File: src/rtl/if_prefetch_queue_if.sv
// Fetch-side bundle: memory instruction port, redirect input and decode handshake.
interface if_prefetch_queue_if #(
  parameter int DEPTH = 4
);
  localparam int CNT_W = $clog2(DEPTH) + 1;

  logic [9:0]       im_addr;
  logic [31:0]      im_dout;
  logic             redirect_valid;
  logic [31:0]      redirect_pc;
  logic             out_valid;
  logic             out_ready;
  logic [31:0]      out_instr;
  logic [31:0]      out_pc;
  logic [CNT_W-1:0] count;

  // The prefetch queue drives the memory address and the decode-facing outputs.
  modport master (
    output im_addr, out_valid, out_instr, out_pc, count,
    input  im_dout, redirect_valid, redirect_pc, out_ready
  );

  // The surrounding pipeline/memory drives data, redirects and decode readiness.
  modport slave (
    input  im_addr, out_valid, out_instr, out_pc, count,
    output im_dout, redirect_valid, redirect_pc, out_ready
  );
endinterface

File: src/rtl/if_prefetch_queue.sv
// Instruction-fetch front end: owns the fetch PC, snapshots the combinational
// instruction word into a small FIFO and hands {pc, instr} to decode.
// Redirects flush the queue and restart fetch at the new PC.
module if_prefetch_queue #(
  parameter int          DEPTH    = 4,
  parameter logic [31:0] RESET_PC = 32'h0000_0000
) (
  input  logic               clk,
  input  logic               rst,
  if_prefetch_queue_if.master bus
);

  localparam int PTR_W = $clog2(DEPTH);
  localparam int CNT_W = PTR_W + 1;

  typedef struct packed {
    logic [31:0] pc;
    logic [31:0] instr;
  } entry_t;

  entry_t             entries [DEPTH];
  entry_t             head;
  logic [31:0]        fetch_pc;
  logic [PTR_W-1:0]   rd_ptr;
  logic [PTR_W-1:0]   wr_ptr;
  logic [CNT_W-1:0]   count_q;
  logic               full;
  logic               not_empty;
  logic               enq;
  logic               deq;

  // Handshake decode: redirect suppresses both enqueue and dequeue.
  always_comb begin
    // NOTE: every always_comb output gets a default first so no path can infer a latch.
    full      = 1'b0;
    not_empty = 1'b0;
    enq       = 1'b0;
    deq       = 1'b0;
    full      = (count_q == CNT_W'(DEPTH));
    not_empty = (count_q != '0);
    deq       = not_empty & bus.out_ready & ~bus.redirect_valid;
    enq       = ~bus.redirect_valid & (~full | deq);
  end

  // Fetch PC, pointers and occupancy; reset beats redirect, redirect beats enq/deq.
  always_ff @(posedge clk) begin
    // NOTE: sequential state uses non-blocking assignments so all registers update from pre-edge values.
    if (rst) begin
      fetch_pc <= RESET_PC & ~32'h3;
      rd_ptr   <= '0;
      wr_ptr   <= '0;
      count_q  <= '0;
    end else if (bus.redirect_valid) begin
      fetch_pc <= bus.redirect_pc & ~32'h3;
      rd_ptr   <= '0;
      wr_ptr   <= '0;
      count_q  <= '0;
    end else begin
      if (enq) begin
        fetch_pc <= fetch_pc + 32'd4;
        wr_ptr   <= wr_ptr + PTR_W'(1);
      end
      if (deq) begin
        rd_ptr <= rd_ptr + PTR_W'(1);
      end
      count_q <= count_q + CNT_W'(enq) - CNT_W'(deq);
    end
  end

  // Entry storage: snapshot {pc, instr} at enqueue time.
  always_ff @(posedge clk) begin
    // NOTE: storage is deliberately not reset; outputs are gated by count, so stale entries are never visible.
    if (!rst && enq) begin
      entries[wr_ptr] <= '{pc: fetch_pc, instr: bus.im_dout};
    end
  end

  assign head          = entries[rd_ptr];
  assign bus.im_addr   = fetch_pc[11:2];
  assign bus.out_valid = not_empty;
  assign bus.out_instr = not_empty ? head.instr : 32'h0;
  assign bus.out_pc    = not_empty ? head.pc    : 32'h0;
  assign bus.count     = count_q;

endmodule

File: src/flat_wrapper.sv
// flat-port wrapper written by rule: the top's interface ports become plain ports
module if_prefetch_queue_flat 
#(
  parameter int          DEPTH    = 4,
  parameter logic [31:0] RESET_PC = 32'h0000_0000
)
  (clk, rst, bus_im_addr, bus_out_valid, bus_out_instr, bus_out_pc, bus_count, bus_im_dout, bus_redirect_valid, bus_redirect_pc, bus_out_ready);
  if_prefetch_queue_if #(.DEPTH(DEPTH)) bus_i ();
  input  logic clk;
  input  logic rst;
  output wire logic [$bits(bus_i.im_addr)-1:0] bus_im_addr;
  output wire logic [$bits(bus_i.out_valid)-1:0] bus_out_valid;
  output wire logic [$bits(bus_i.out_instr)-1:0] bus_out_instr;
  output wire logic [$bits(bus_i.out_pc)-1:0] bus_out_pc;
  output wire logic [$bits(bus_i.count)-1:0] bus_count;
  input wire logic [$bits(bus_i.im_dout)-1:0] bus_im_dout;
  input wire logic [$bits(bus_i.redirect_valid)-1:0] bus_redirect_valid;
  input wire logic [$bits(bus_i.redirect_pc)-1:0] bus_redirect_pc;
  input wire logic [$bits(bus_i.out_ready)-1:0] bus_out_ready;
  assign bus_im_addr = bus_i.im_addr;
  assign bus_out_valid = bus_i.out_valid;
  assign bus_out_instr = bus_i.out_instr;
  assign bus_out_pc = bus_i.out_pc;
  assign bus_count = bus_i.count;
  assign bus_i.im_dout = bus_im_dout;
  assign bus_i.redirect_valid = bus_redirect_valid;
  assign bus_i.redirect_pc = bus_redirect_pc;
  assign bus_i.out_ready = bus_out_ready;
  if_prefetch_queue #(.DEPTH(DEPTH), .RESET_PC(RESET_PC)) u_core (.clk(clk), .rst(rst), .bus(bus_i));
endmodule
File: config.mk
export PLATFORM = sky130hd
export DESIGN_NAME = if_prefetch_queue_flat
export DESIGN_NICKNAME = d
export VERILOG_FILES = /design/src/rtl/if_prefetch_queue_if.sv /design/src/rtl/if_prefetch_queue.sv /design/src/flat_wrapper.sv
export SDC_FILE = /design/constraint.sdc
export NUM_CORES = 1
export LEC_CHECK = 0
export CAP_MARGIN = 10
export CORE_MARGIN = 5
export CORE_UTILIZATION = 30
export DETAILED_ROUTE_END_ITERATION = 12
export PLACE_DENSITY = 0.48
export SLEW_MARGIN = 40
export SYNTH_ARGS = -nofsm -noshare
export SYNTH_HDL_FRONTEND = slang
export SYNTH_SLANG_ARGS = --single-unit
File: constraint.sdc
create_clock -name clk -period 10.6 [get_ports clk]
set_clock_uncertainty 0.1 [all_clocks]
set_input_delay 1.59 -clock clk [delete_from_list [all_inputs] [get_ports clk]]
set_output_delay 1.59 -clock clk [all_outputs]
set_load 0.01 [all_outputs]
==> key figures, run 1 <==
Layout
  – Diode count: 0
  – Share of cells above drive strength 1: 15.73%
  – Area occupied by multi-input gates: 3329 um^2
  – Area Growth Syn to Fin: 25.65%
  – FF+latch area: 8235 um^2
  – # nets final: 909
  – Finished Layout Cells: 1376
  – Filler cells: 3677

Clock tree
  – CTS tree: done
  – Cts bufs inserted: 34
  – Clock slew at reported path FFs: 0.06 ns
  – Setup Fix Bufs, Post-CTS: 0
  – H-tree depth: 2
  – CTS sink cnt: 287
  – Root Buffer: clkbuf_16
  – Post-CTS Resized: 0
  – Hold_buf cts: 0
  – Clock latency on the worst-skew pair: 0.51 ns
  – Clock tree buffer depth: 3

Logic synthesis
  – Netlist cell types: 58
  – Yosys warnings: 0
  – Top cell type's share of synthesized area: 62.81%
  – Number of enable flip-flop cells after synthesis: 248
  – Post-synthesis cell count: 699
  – Post-Syn Area: 11860 um^2
  – Leading area contributor after synthesis: edfxtp_1
  – Asr flop ratio synth: 0%
  – Post-synth top flop: edfxtp_1
  – Synth area leaders: edfxtp_1, mux4_2, dfxtp_1
  – Register area share after synthesis: 69.40%
  – Post-Syn Area per Cell: 16.96 um^2
  – Synthesized flop and latch total: 287

Critical path
  – Crit Path Class: reg -> out
  – Flop2flop setup slack: 7.73 ns
  – RR Endpoint: u_core.entries[1][14]
  – Crit-path max FO: 40
  – R2R depth: 4
  – Critical Path AT: 3.09 ns
  – CP Data Required Time: 8.91 ns
  – Reg-to-Reg Start: u_core.bus.count[1]
  – Startpoint Class: register
  – Worst setup EP type: output pin

Hold path
  – Hold path startpoint: u_core.rd_ptr[1]
  – Worst Hold Depth: 2
  – HP Class: reg -> reg
  – Hold-critical path endpoint: u_core.rd_ptr[1]

Place
  – GPL Wtd Cong: 0.7124
  – Port bufs: 141
  – Placed cell count: 1315
  – DP HPWL: 17720 um

Run
  – Max Cap Violations: 0

Die
  – Die Span X: 208.8 um
  – Initial Util: 30.47%
  – Num ports: 146
  – Core Box Area: 38920 um^2
  – Full die area: 43600 um^2
  – Cell Rows: 72
  – Chip height: 208.8 um

Power and ir drop
  – PwrDens: 178.9 nW/um^2
  – Max VDD drop: 0.00008019 V
  – Static leakage: 0.004724 uW

Timing
  – Setup tns final: 0 ns
  – Max_slew headroom: 47.92%
  – Finish-stage setup viols: 0
  – Period utilization: 45.11%
  – Slew @ Worst Pin: 0.7788 ns
  – Final hold viol count: 0
  – Final slew viol count: 0
  – Crit path time final: 4.782 ns
  – RSZ-0062 raised after global routing: no
  – F_max: 0.2091 GHz

Drt
  – Routed len/inst: 20.86 um
  – DR DRC count: 0
  – Via count: 6675
  – DR vias/cell: 4.851
  – Final Routed Wirelength: 28700 um
  – 1st-iter DRT viols: 374
  – TritonRoute pass-1 iters: 5
  – Post-DRT Antenna Nets: 0

Global route
  – GRT Util Overall: 12.95%
  – First-pass GRT wire length: 43940 um
  – Initial antenna violation count: 0
  – GRT Residual Overflow: 0
  – Largest net degree at the start of global routing: 53
  – Vias in the first global route: 6996

Run status
  – Status: finished, final reports clean
## synthesized netlist by cell type (3+ instances only)
master,count
edfxtp_1,248
and2_1,70
mux4_2,62
dfxtp_1,39
nor2_1,31
clkbuf_1,30
nand3_1,17
and3_1,15
a311oi_1,13
buf_4,13
nand2_1,13
or4_1,12
o31ai_1,11
or3_1,10
inv_1,9
nand4_1,9
buf_2,8
xor2_1,8
a211oi_1,7
ha_1,7
o21ai_0,7
o2111ai_1,5
a32oi_1,4
nor4_1,3
o211ai_1,3
## area by class of cell
class	instances	share of cell area [%]
Sequential cell	287	55.28
Multi-Input combinational cell	349	22.35
Timing Repair Buffer	152	10.22
Clock buffer	42	6.122
Tap cell	518	4.350
Clock inverter	19	1.453
Inverter	9	0.2268
## logic make-up after synthesis
logic type               share of synthesized area [%]
flip-flops                                       69.40
AND/OR/NAND/NOR                                  9.529
AO/OA/AOI/OAI                                    4.802
multiplexers                                     11.95
buffers and inverters                            2.649
XOR/XNOR                                        0.7388
adder cells (fa/ha/maj)                         0.9075
other                                          0.03163
## per-stage QoR
stage               utilization (%)  total power, uW  instance area [um^2]  setup slack, ns  hold slack (ns)
floorplan                         -             1406                 11860            6.143           0.3583
global placement              35.27             1522                 13730            5.563           0.4044
detailed placement            35.38             1523                 13770            5.549           0.4122
CTS                           38.28             2714                 14900            5.655           0.4256
global route                  38.28             2779                 14900            5.539           0.4653
finish                        38.28             2665                 14900            5.818           0.4251
## registers in the layout, summed over array words and instances (netlist names), named ones only
name,cells
u_core.entries,248
u_core.bus.count,3
u_core.wr_ptr,2
u_core.fetch_pc,30
u_core.rd_ptr,2
## critical path: stages, from the launching register on
cell and delay (ns):
dfxtp_4 0.71, buf_6 0.57, mux4_2 0.59, and2_1 0.17
clkdlybuf4s50_1 0.53
## cells in the final DEF, fill, tap and decap left out, types with 9 or more instances in the layout
| cell | instances |
|---|---|
| and3_1 | 15 |
| mux4_2 | 62 |
| clkdlybuf4s50_1 | 141 |
| and2_1 | 66 |
| or3_1 | 9 |
| nor2_1 | 31 |
| or4_1 | 12 |
| dfxtp_1 | 37 |
| o31ai_1 | 11 |
| nand4_1 | 9 |
| inv_1 | 9 |
| clkbuf_16 | 35 |
| a311oi_1 | 13 |
| edfxtp_1 | 248 |
| nand3_1 | 17 |
| nand2_1 | 13 |
## per-layer routing
| metal | up-vias | part of all wire, % | track usage (%) |
|---|---|---|---|
| met5 | - | 0 | 0 |
| met4 | 0 | 1.7 | 3.195 |
| met3 | 39 | 6.3 | 3.389 |
| met2 | 188 | 47 | 20.49 |
| met1 | 3375 | 45 | 17.98 |
| li1 | 3073 | - | - |
## report_power, final
part           internal (uW)  total [uW]  switching, uW
sequential              1260        1290           29.6
combinational            106         202           95.8
clock                    732        1170            440
## how the worst max path moves through the flow
stage | end | slack (ns) | startpoint | cells after the start
after detailed placement | u_core.entries[1][26] | 5.55 | rst | 6
after global routing | bus_out_pc[26] | 5.54 | register | 4
after CTS | bus_out_pc[28] | 5.66 | register | 4
final | bus_out_pc[26] | 5.82 | register | 4
after floorplan | u_core.entries[0][0] | 6.14 | bus_redirect_valid | 4
after global placement | u_core.entries[1][16] | 5.56 | rst | 6
No activity file was read; power rests on OpenSTA's default activity.
==> run 2: changes to the inputs <==
clock period = 4.98 ns   (was 10.6 ns; I/O delays follow)
==> key figures, run 2 (synthesis results as in run 1) <==
Place
  – Port bufs: 141 (unchanged)
  – DP HPWL: 18040 um (+1.8%)
  – GPL Wtd Cong: 0.7318 (+2.7%)
  – Dpl ws: 1.273 ns (-4.276 ns)

Critical path
  – CP Data Required Time: 4.13 ns (-4.78 ns)
  – Startpoint Class: register
  – R2R depth: 11 (+7)
  – Reg-to-Reg Start: u_core.bus.count[1]
  – RR Endpoint: u_core.bus.count[2]
  – Flop2flop setup slack: 2.39 ns (-5.34 ns)
  – Worst setup EP type: output pin
  – Crit Path Class: reg -> out
  – Critical Path AT: 2.87 ns (-0.22 ns)
  – Crit-path max FO: 20 (-50%)

Timing
  – Max_slew headroom: 53.46% (+5.5 points)
  – Final worst setup slack: 1.262 ns (-4.557 ns)
  – Slew @ Worst Pin: 0.6961 ns (-0.08277 ns)
  – WHS: 0.4275 ns (+0.002336 ns)
  – Period utilization: 74.66%
  – Final slew viol count: 0 (unchanged)
  – RSZ-0062 raised after global routing: no
  – Crit path time final: 3.718 ns
  – F_max: 0.2689 GHz
  – Setup tns final: 0 ns (unchanged)
  – Finish-stage setup viols: 0 (unchanged)
  – Final hold viol count: 0 (unchanged)

Layout
  – Area occupied by multi-input gates: 3333 um^2 (+0.11%)
  – Share of cells above drive strength 1: 17.15% (+1.4 points)
  – Most common cell after layout, fill and taps aside: edfxtp_1
  – Filler cells: 3688 (+0.30%)
  – Area Growth Syn to Fin: 27.02%
  – FF+latch area: 8235 um^2 (unchanged)
  – # nets final: 914 (+0.55%)
  – Finished Core Util: 38.70% (+0.41 points)
  – Diode count: 0 (unchanged)
  – Most frequent cells in the layout: edfxtp_1, clkdlybuf4s50_1, and2_1, mux4_2, dfxtp_1
  – Biggest register: u_core.entries
  – Max FFs per register: 248 (unchanged)

Hold path
  – HP Class: reg -> reg
  – Hold-critical path endpoint: u_core.rd_ptr[1]
  – Hold path startpoint: u_core.rd_ptr[1]
  – Worst Hold Depth: 2 (unchanged)

Power and ir drop
  – PwrDens: 381.5 nW/um^2 (+110%)
  – Max VDD drop: 0.0002390 V (+200%)
  – Tot Pwr: 5746 uW (+120%)
  – Static leakage: 0.004794 uW (+1.5%)

Drt
  – 1st-iter DRT viols: 408 (+9.1%)
  – DR DRC count: 0 (unchanged)
  – TritonRoute pass-1 iters: 5 (unchanged)
  – Final Routed Wirelength: 28840 um (+0.48%)
  – Routed len/inst: 20.88 um (+0.11%)
  – DR vias/cell: 4.857 (+0.12%)
  – Via count: 6707 (+0.48%)
  – Post-DRT Antenna Nets: 0 (unchanged)

Clock tree
  – CTS sink cnt: 287 (unchanged)
  – CTS tree: done
  – Clock tree buffer depth: 3 (unchanged)
  – Setup Fix Bufs, Post-CTS: 0 (unchanged)
  – Cts bufs inserted: 31 (-8.8%)
  – Root Buffer: clkbuf_16
  – Clock slew at reported path FFs: 0.05 ns (about the same)
  – H-tree depth: 1 (-1)
  – Hold_buf cts: 0 (unchanged)
  – Clock latency on the worst-skew pair: 0.56 ns (+0.05 ns)
  – Post-CTS Resized: 0 (unchanged)

Global route
  – GRT Residual Overflow: 0 (unchanged)
  – GRT Util Overall: 13.08% (+0.13 points)
  – Initial antenna violation count: 0 (unchanged)
  – Vias in the first global route: 7198 (+2.9%)
  – First-pass GRT wire length: 44940 um (+2.3%)
  – Largest net degree at the start of global routing: 66 (+25%)

Run
  – Max Cap Violations: 0 (unchanged)

Die
  – Die Span X: 208.8 um (unchanged)
  – Full die area: 43600 um^2 (unchanged)
  – Chip height: 208.8 um (unchanged)
  – Initial Util: 30.47% (unchanged)
  – Cell Rows: 72 (unchanged)
  – Num ports: 146 (unchanged)
  – Core Box Area: 38920 um^2 (unchanged)

Run status
  – Status: finished, final reports clean
==> run 2: cell types whose count changed in the layout (fill, tap and decap cells not counted), sizes merged <==
cell      change
bufinv        +3
buf           +8
clkinvlp      +1
clkinv        -6
clkbuf        -1
==> run 2: through the flow <==
stage          instances  cell area (um^2)
2_1_floorplan        700             11860
6_report            1381             15060
3_5_place_dp        1321             13860
5_1_grt             1381             15060
4_1_cts             1379             15020
3_3_place_gp        1319             13820
==> run 2: power breakdown <==
| group | switching [uW] | internal (uW) | leakage [uW] | total [uW] |
|---|---|---|---|---|
| Clock | 936 | 1620 | 0.000560 | 2550 |
| Combinational | 209 | 235 | 0.00163 | 444 |
| Sequential | 62.1 | 2680 | 0.00260 | 2750 |
==> run 2: layer usage <==
layer	share of wire, %	vias up	track usage, %
li1	-	3067	-
met1	47	3442	18.86
met2	47	165	20.98
met3	4.7	33	2.490
met4	1.5	0	2.453
met5	0	-	0
==> run 2: worst max-delay path by stage <==
stage,startpoint,to,slack [ns],depth (start not counted)
final,register,bus_out_pc[13],1.26,5
after global routing,register,bus_out_pc[6],1.09,5
after CTS,register,bus_out_instr[17],0.98,4
after detailed placement,bus_redirect_valid,u_core.entries[2][16],1.27,5
after global placement,bus_redirect_valid,u_core.entries[2][11],1.28,5
after floorplan,bus_redirect_valid,u_core.entries[0][0],1.37,4
==> run 2: final cells by class <==
type,instances,area share (%)
flip-flops and latches,287,54.69
multi-input cells,349,22.13
repair buffers,160,10.98
clock buffers,41,5.666
well taps,518,4.304
clock inverters,17,2.002
inverters,9,0.2243
==> run 2: critical path, cell delays in order (launching register included) <==
cell	delay, ns
dfxtp_4	0.55
buf_12	0.26
buf_4	0.27
mux4_2	0.55
and2_1	0.18
clkdlybuf4s50_1	0.47
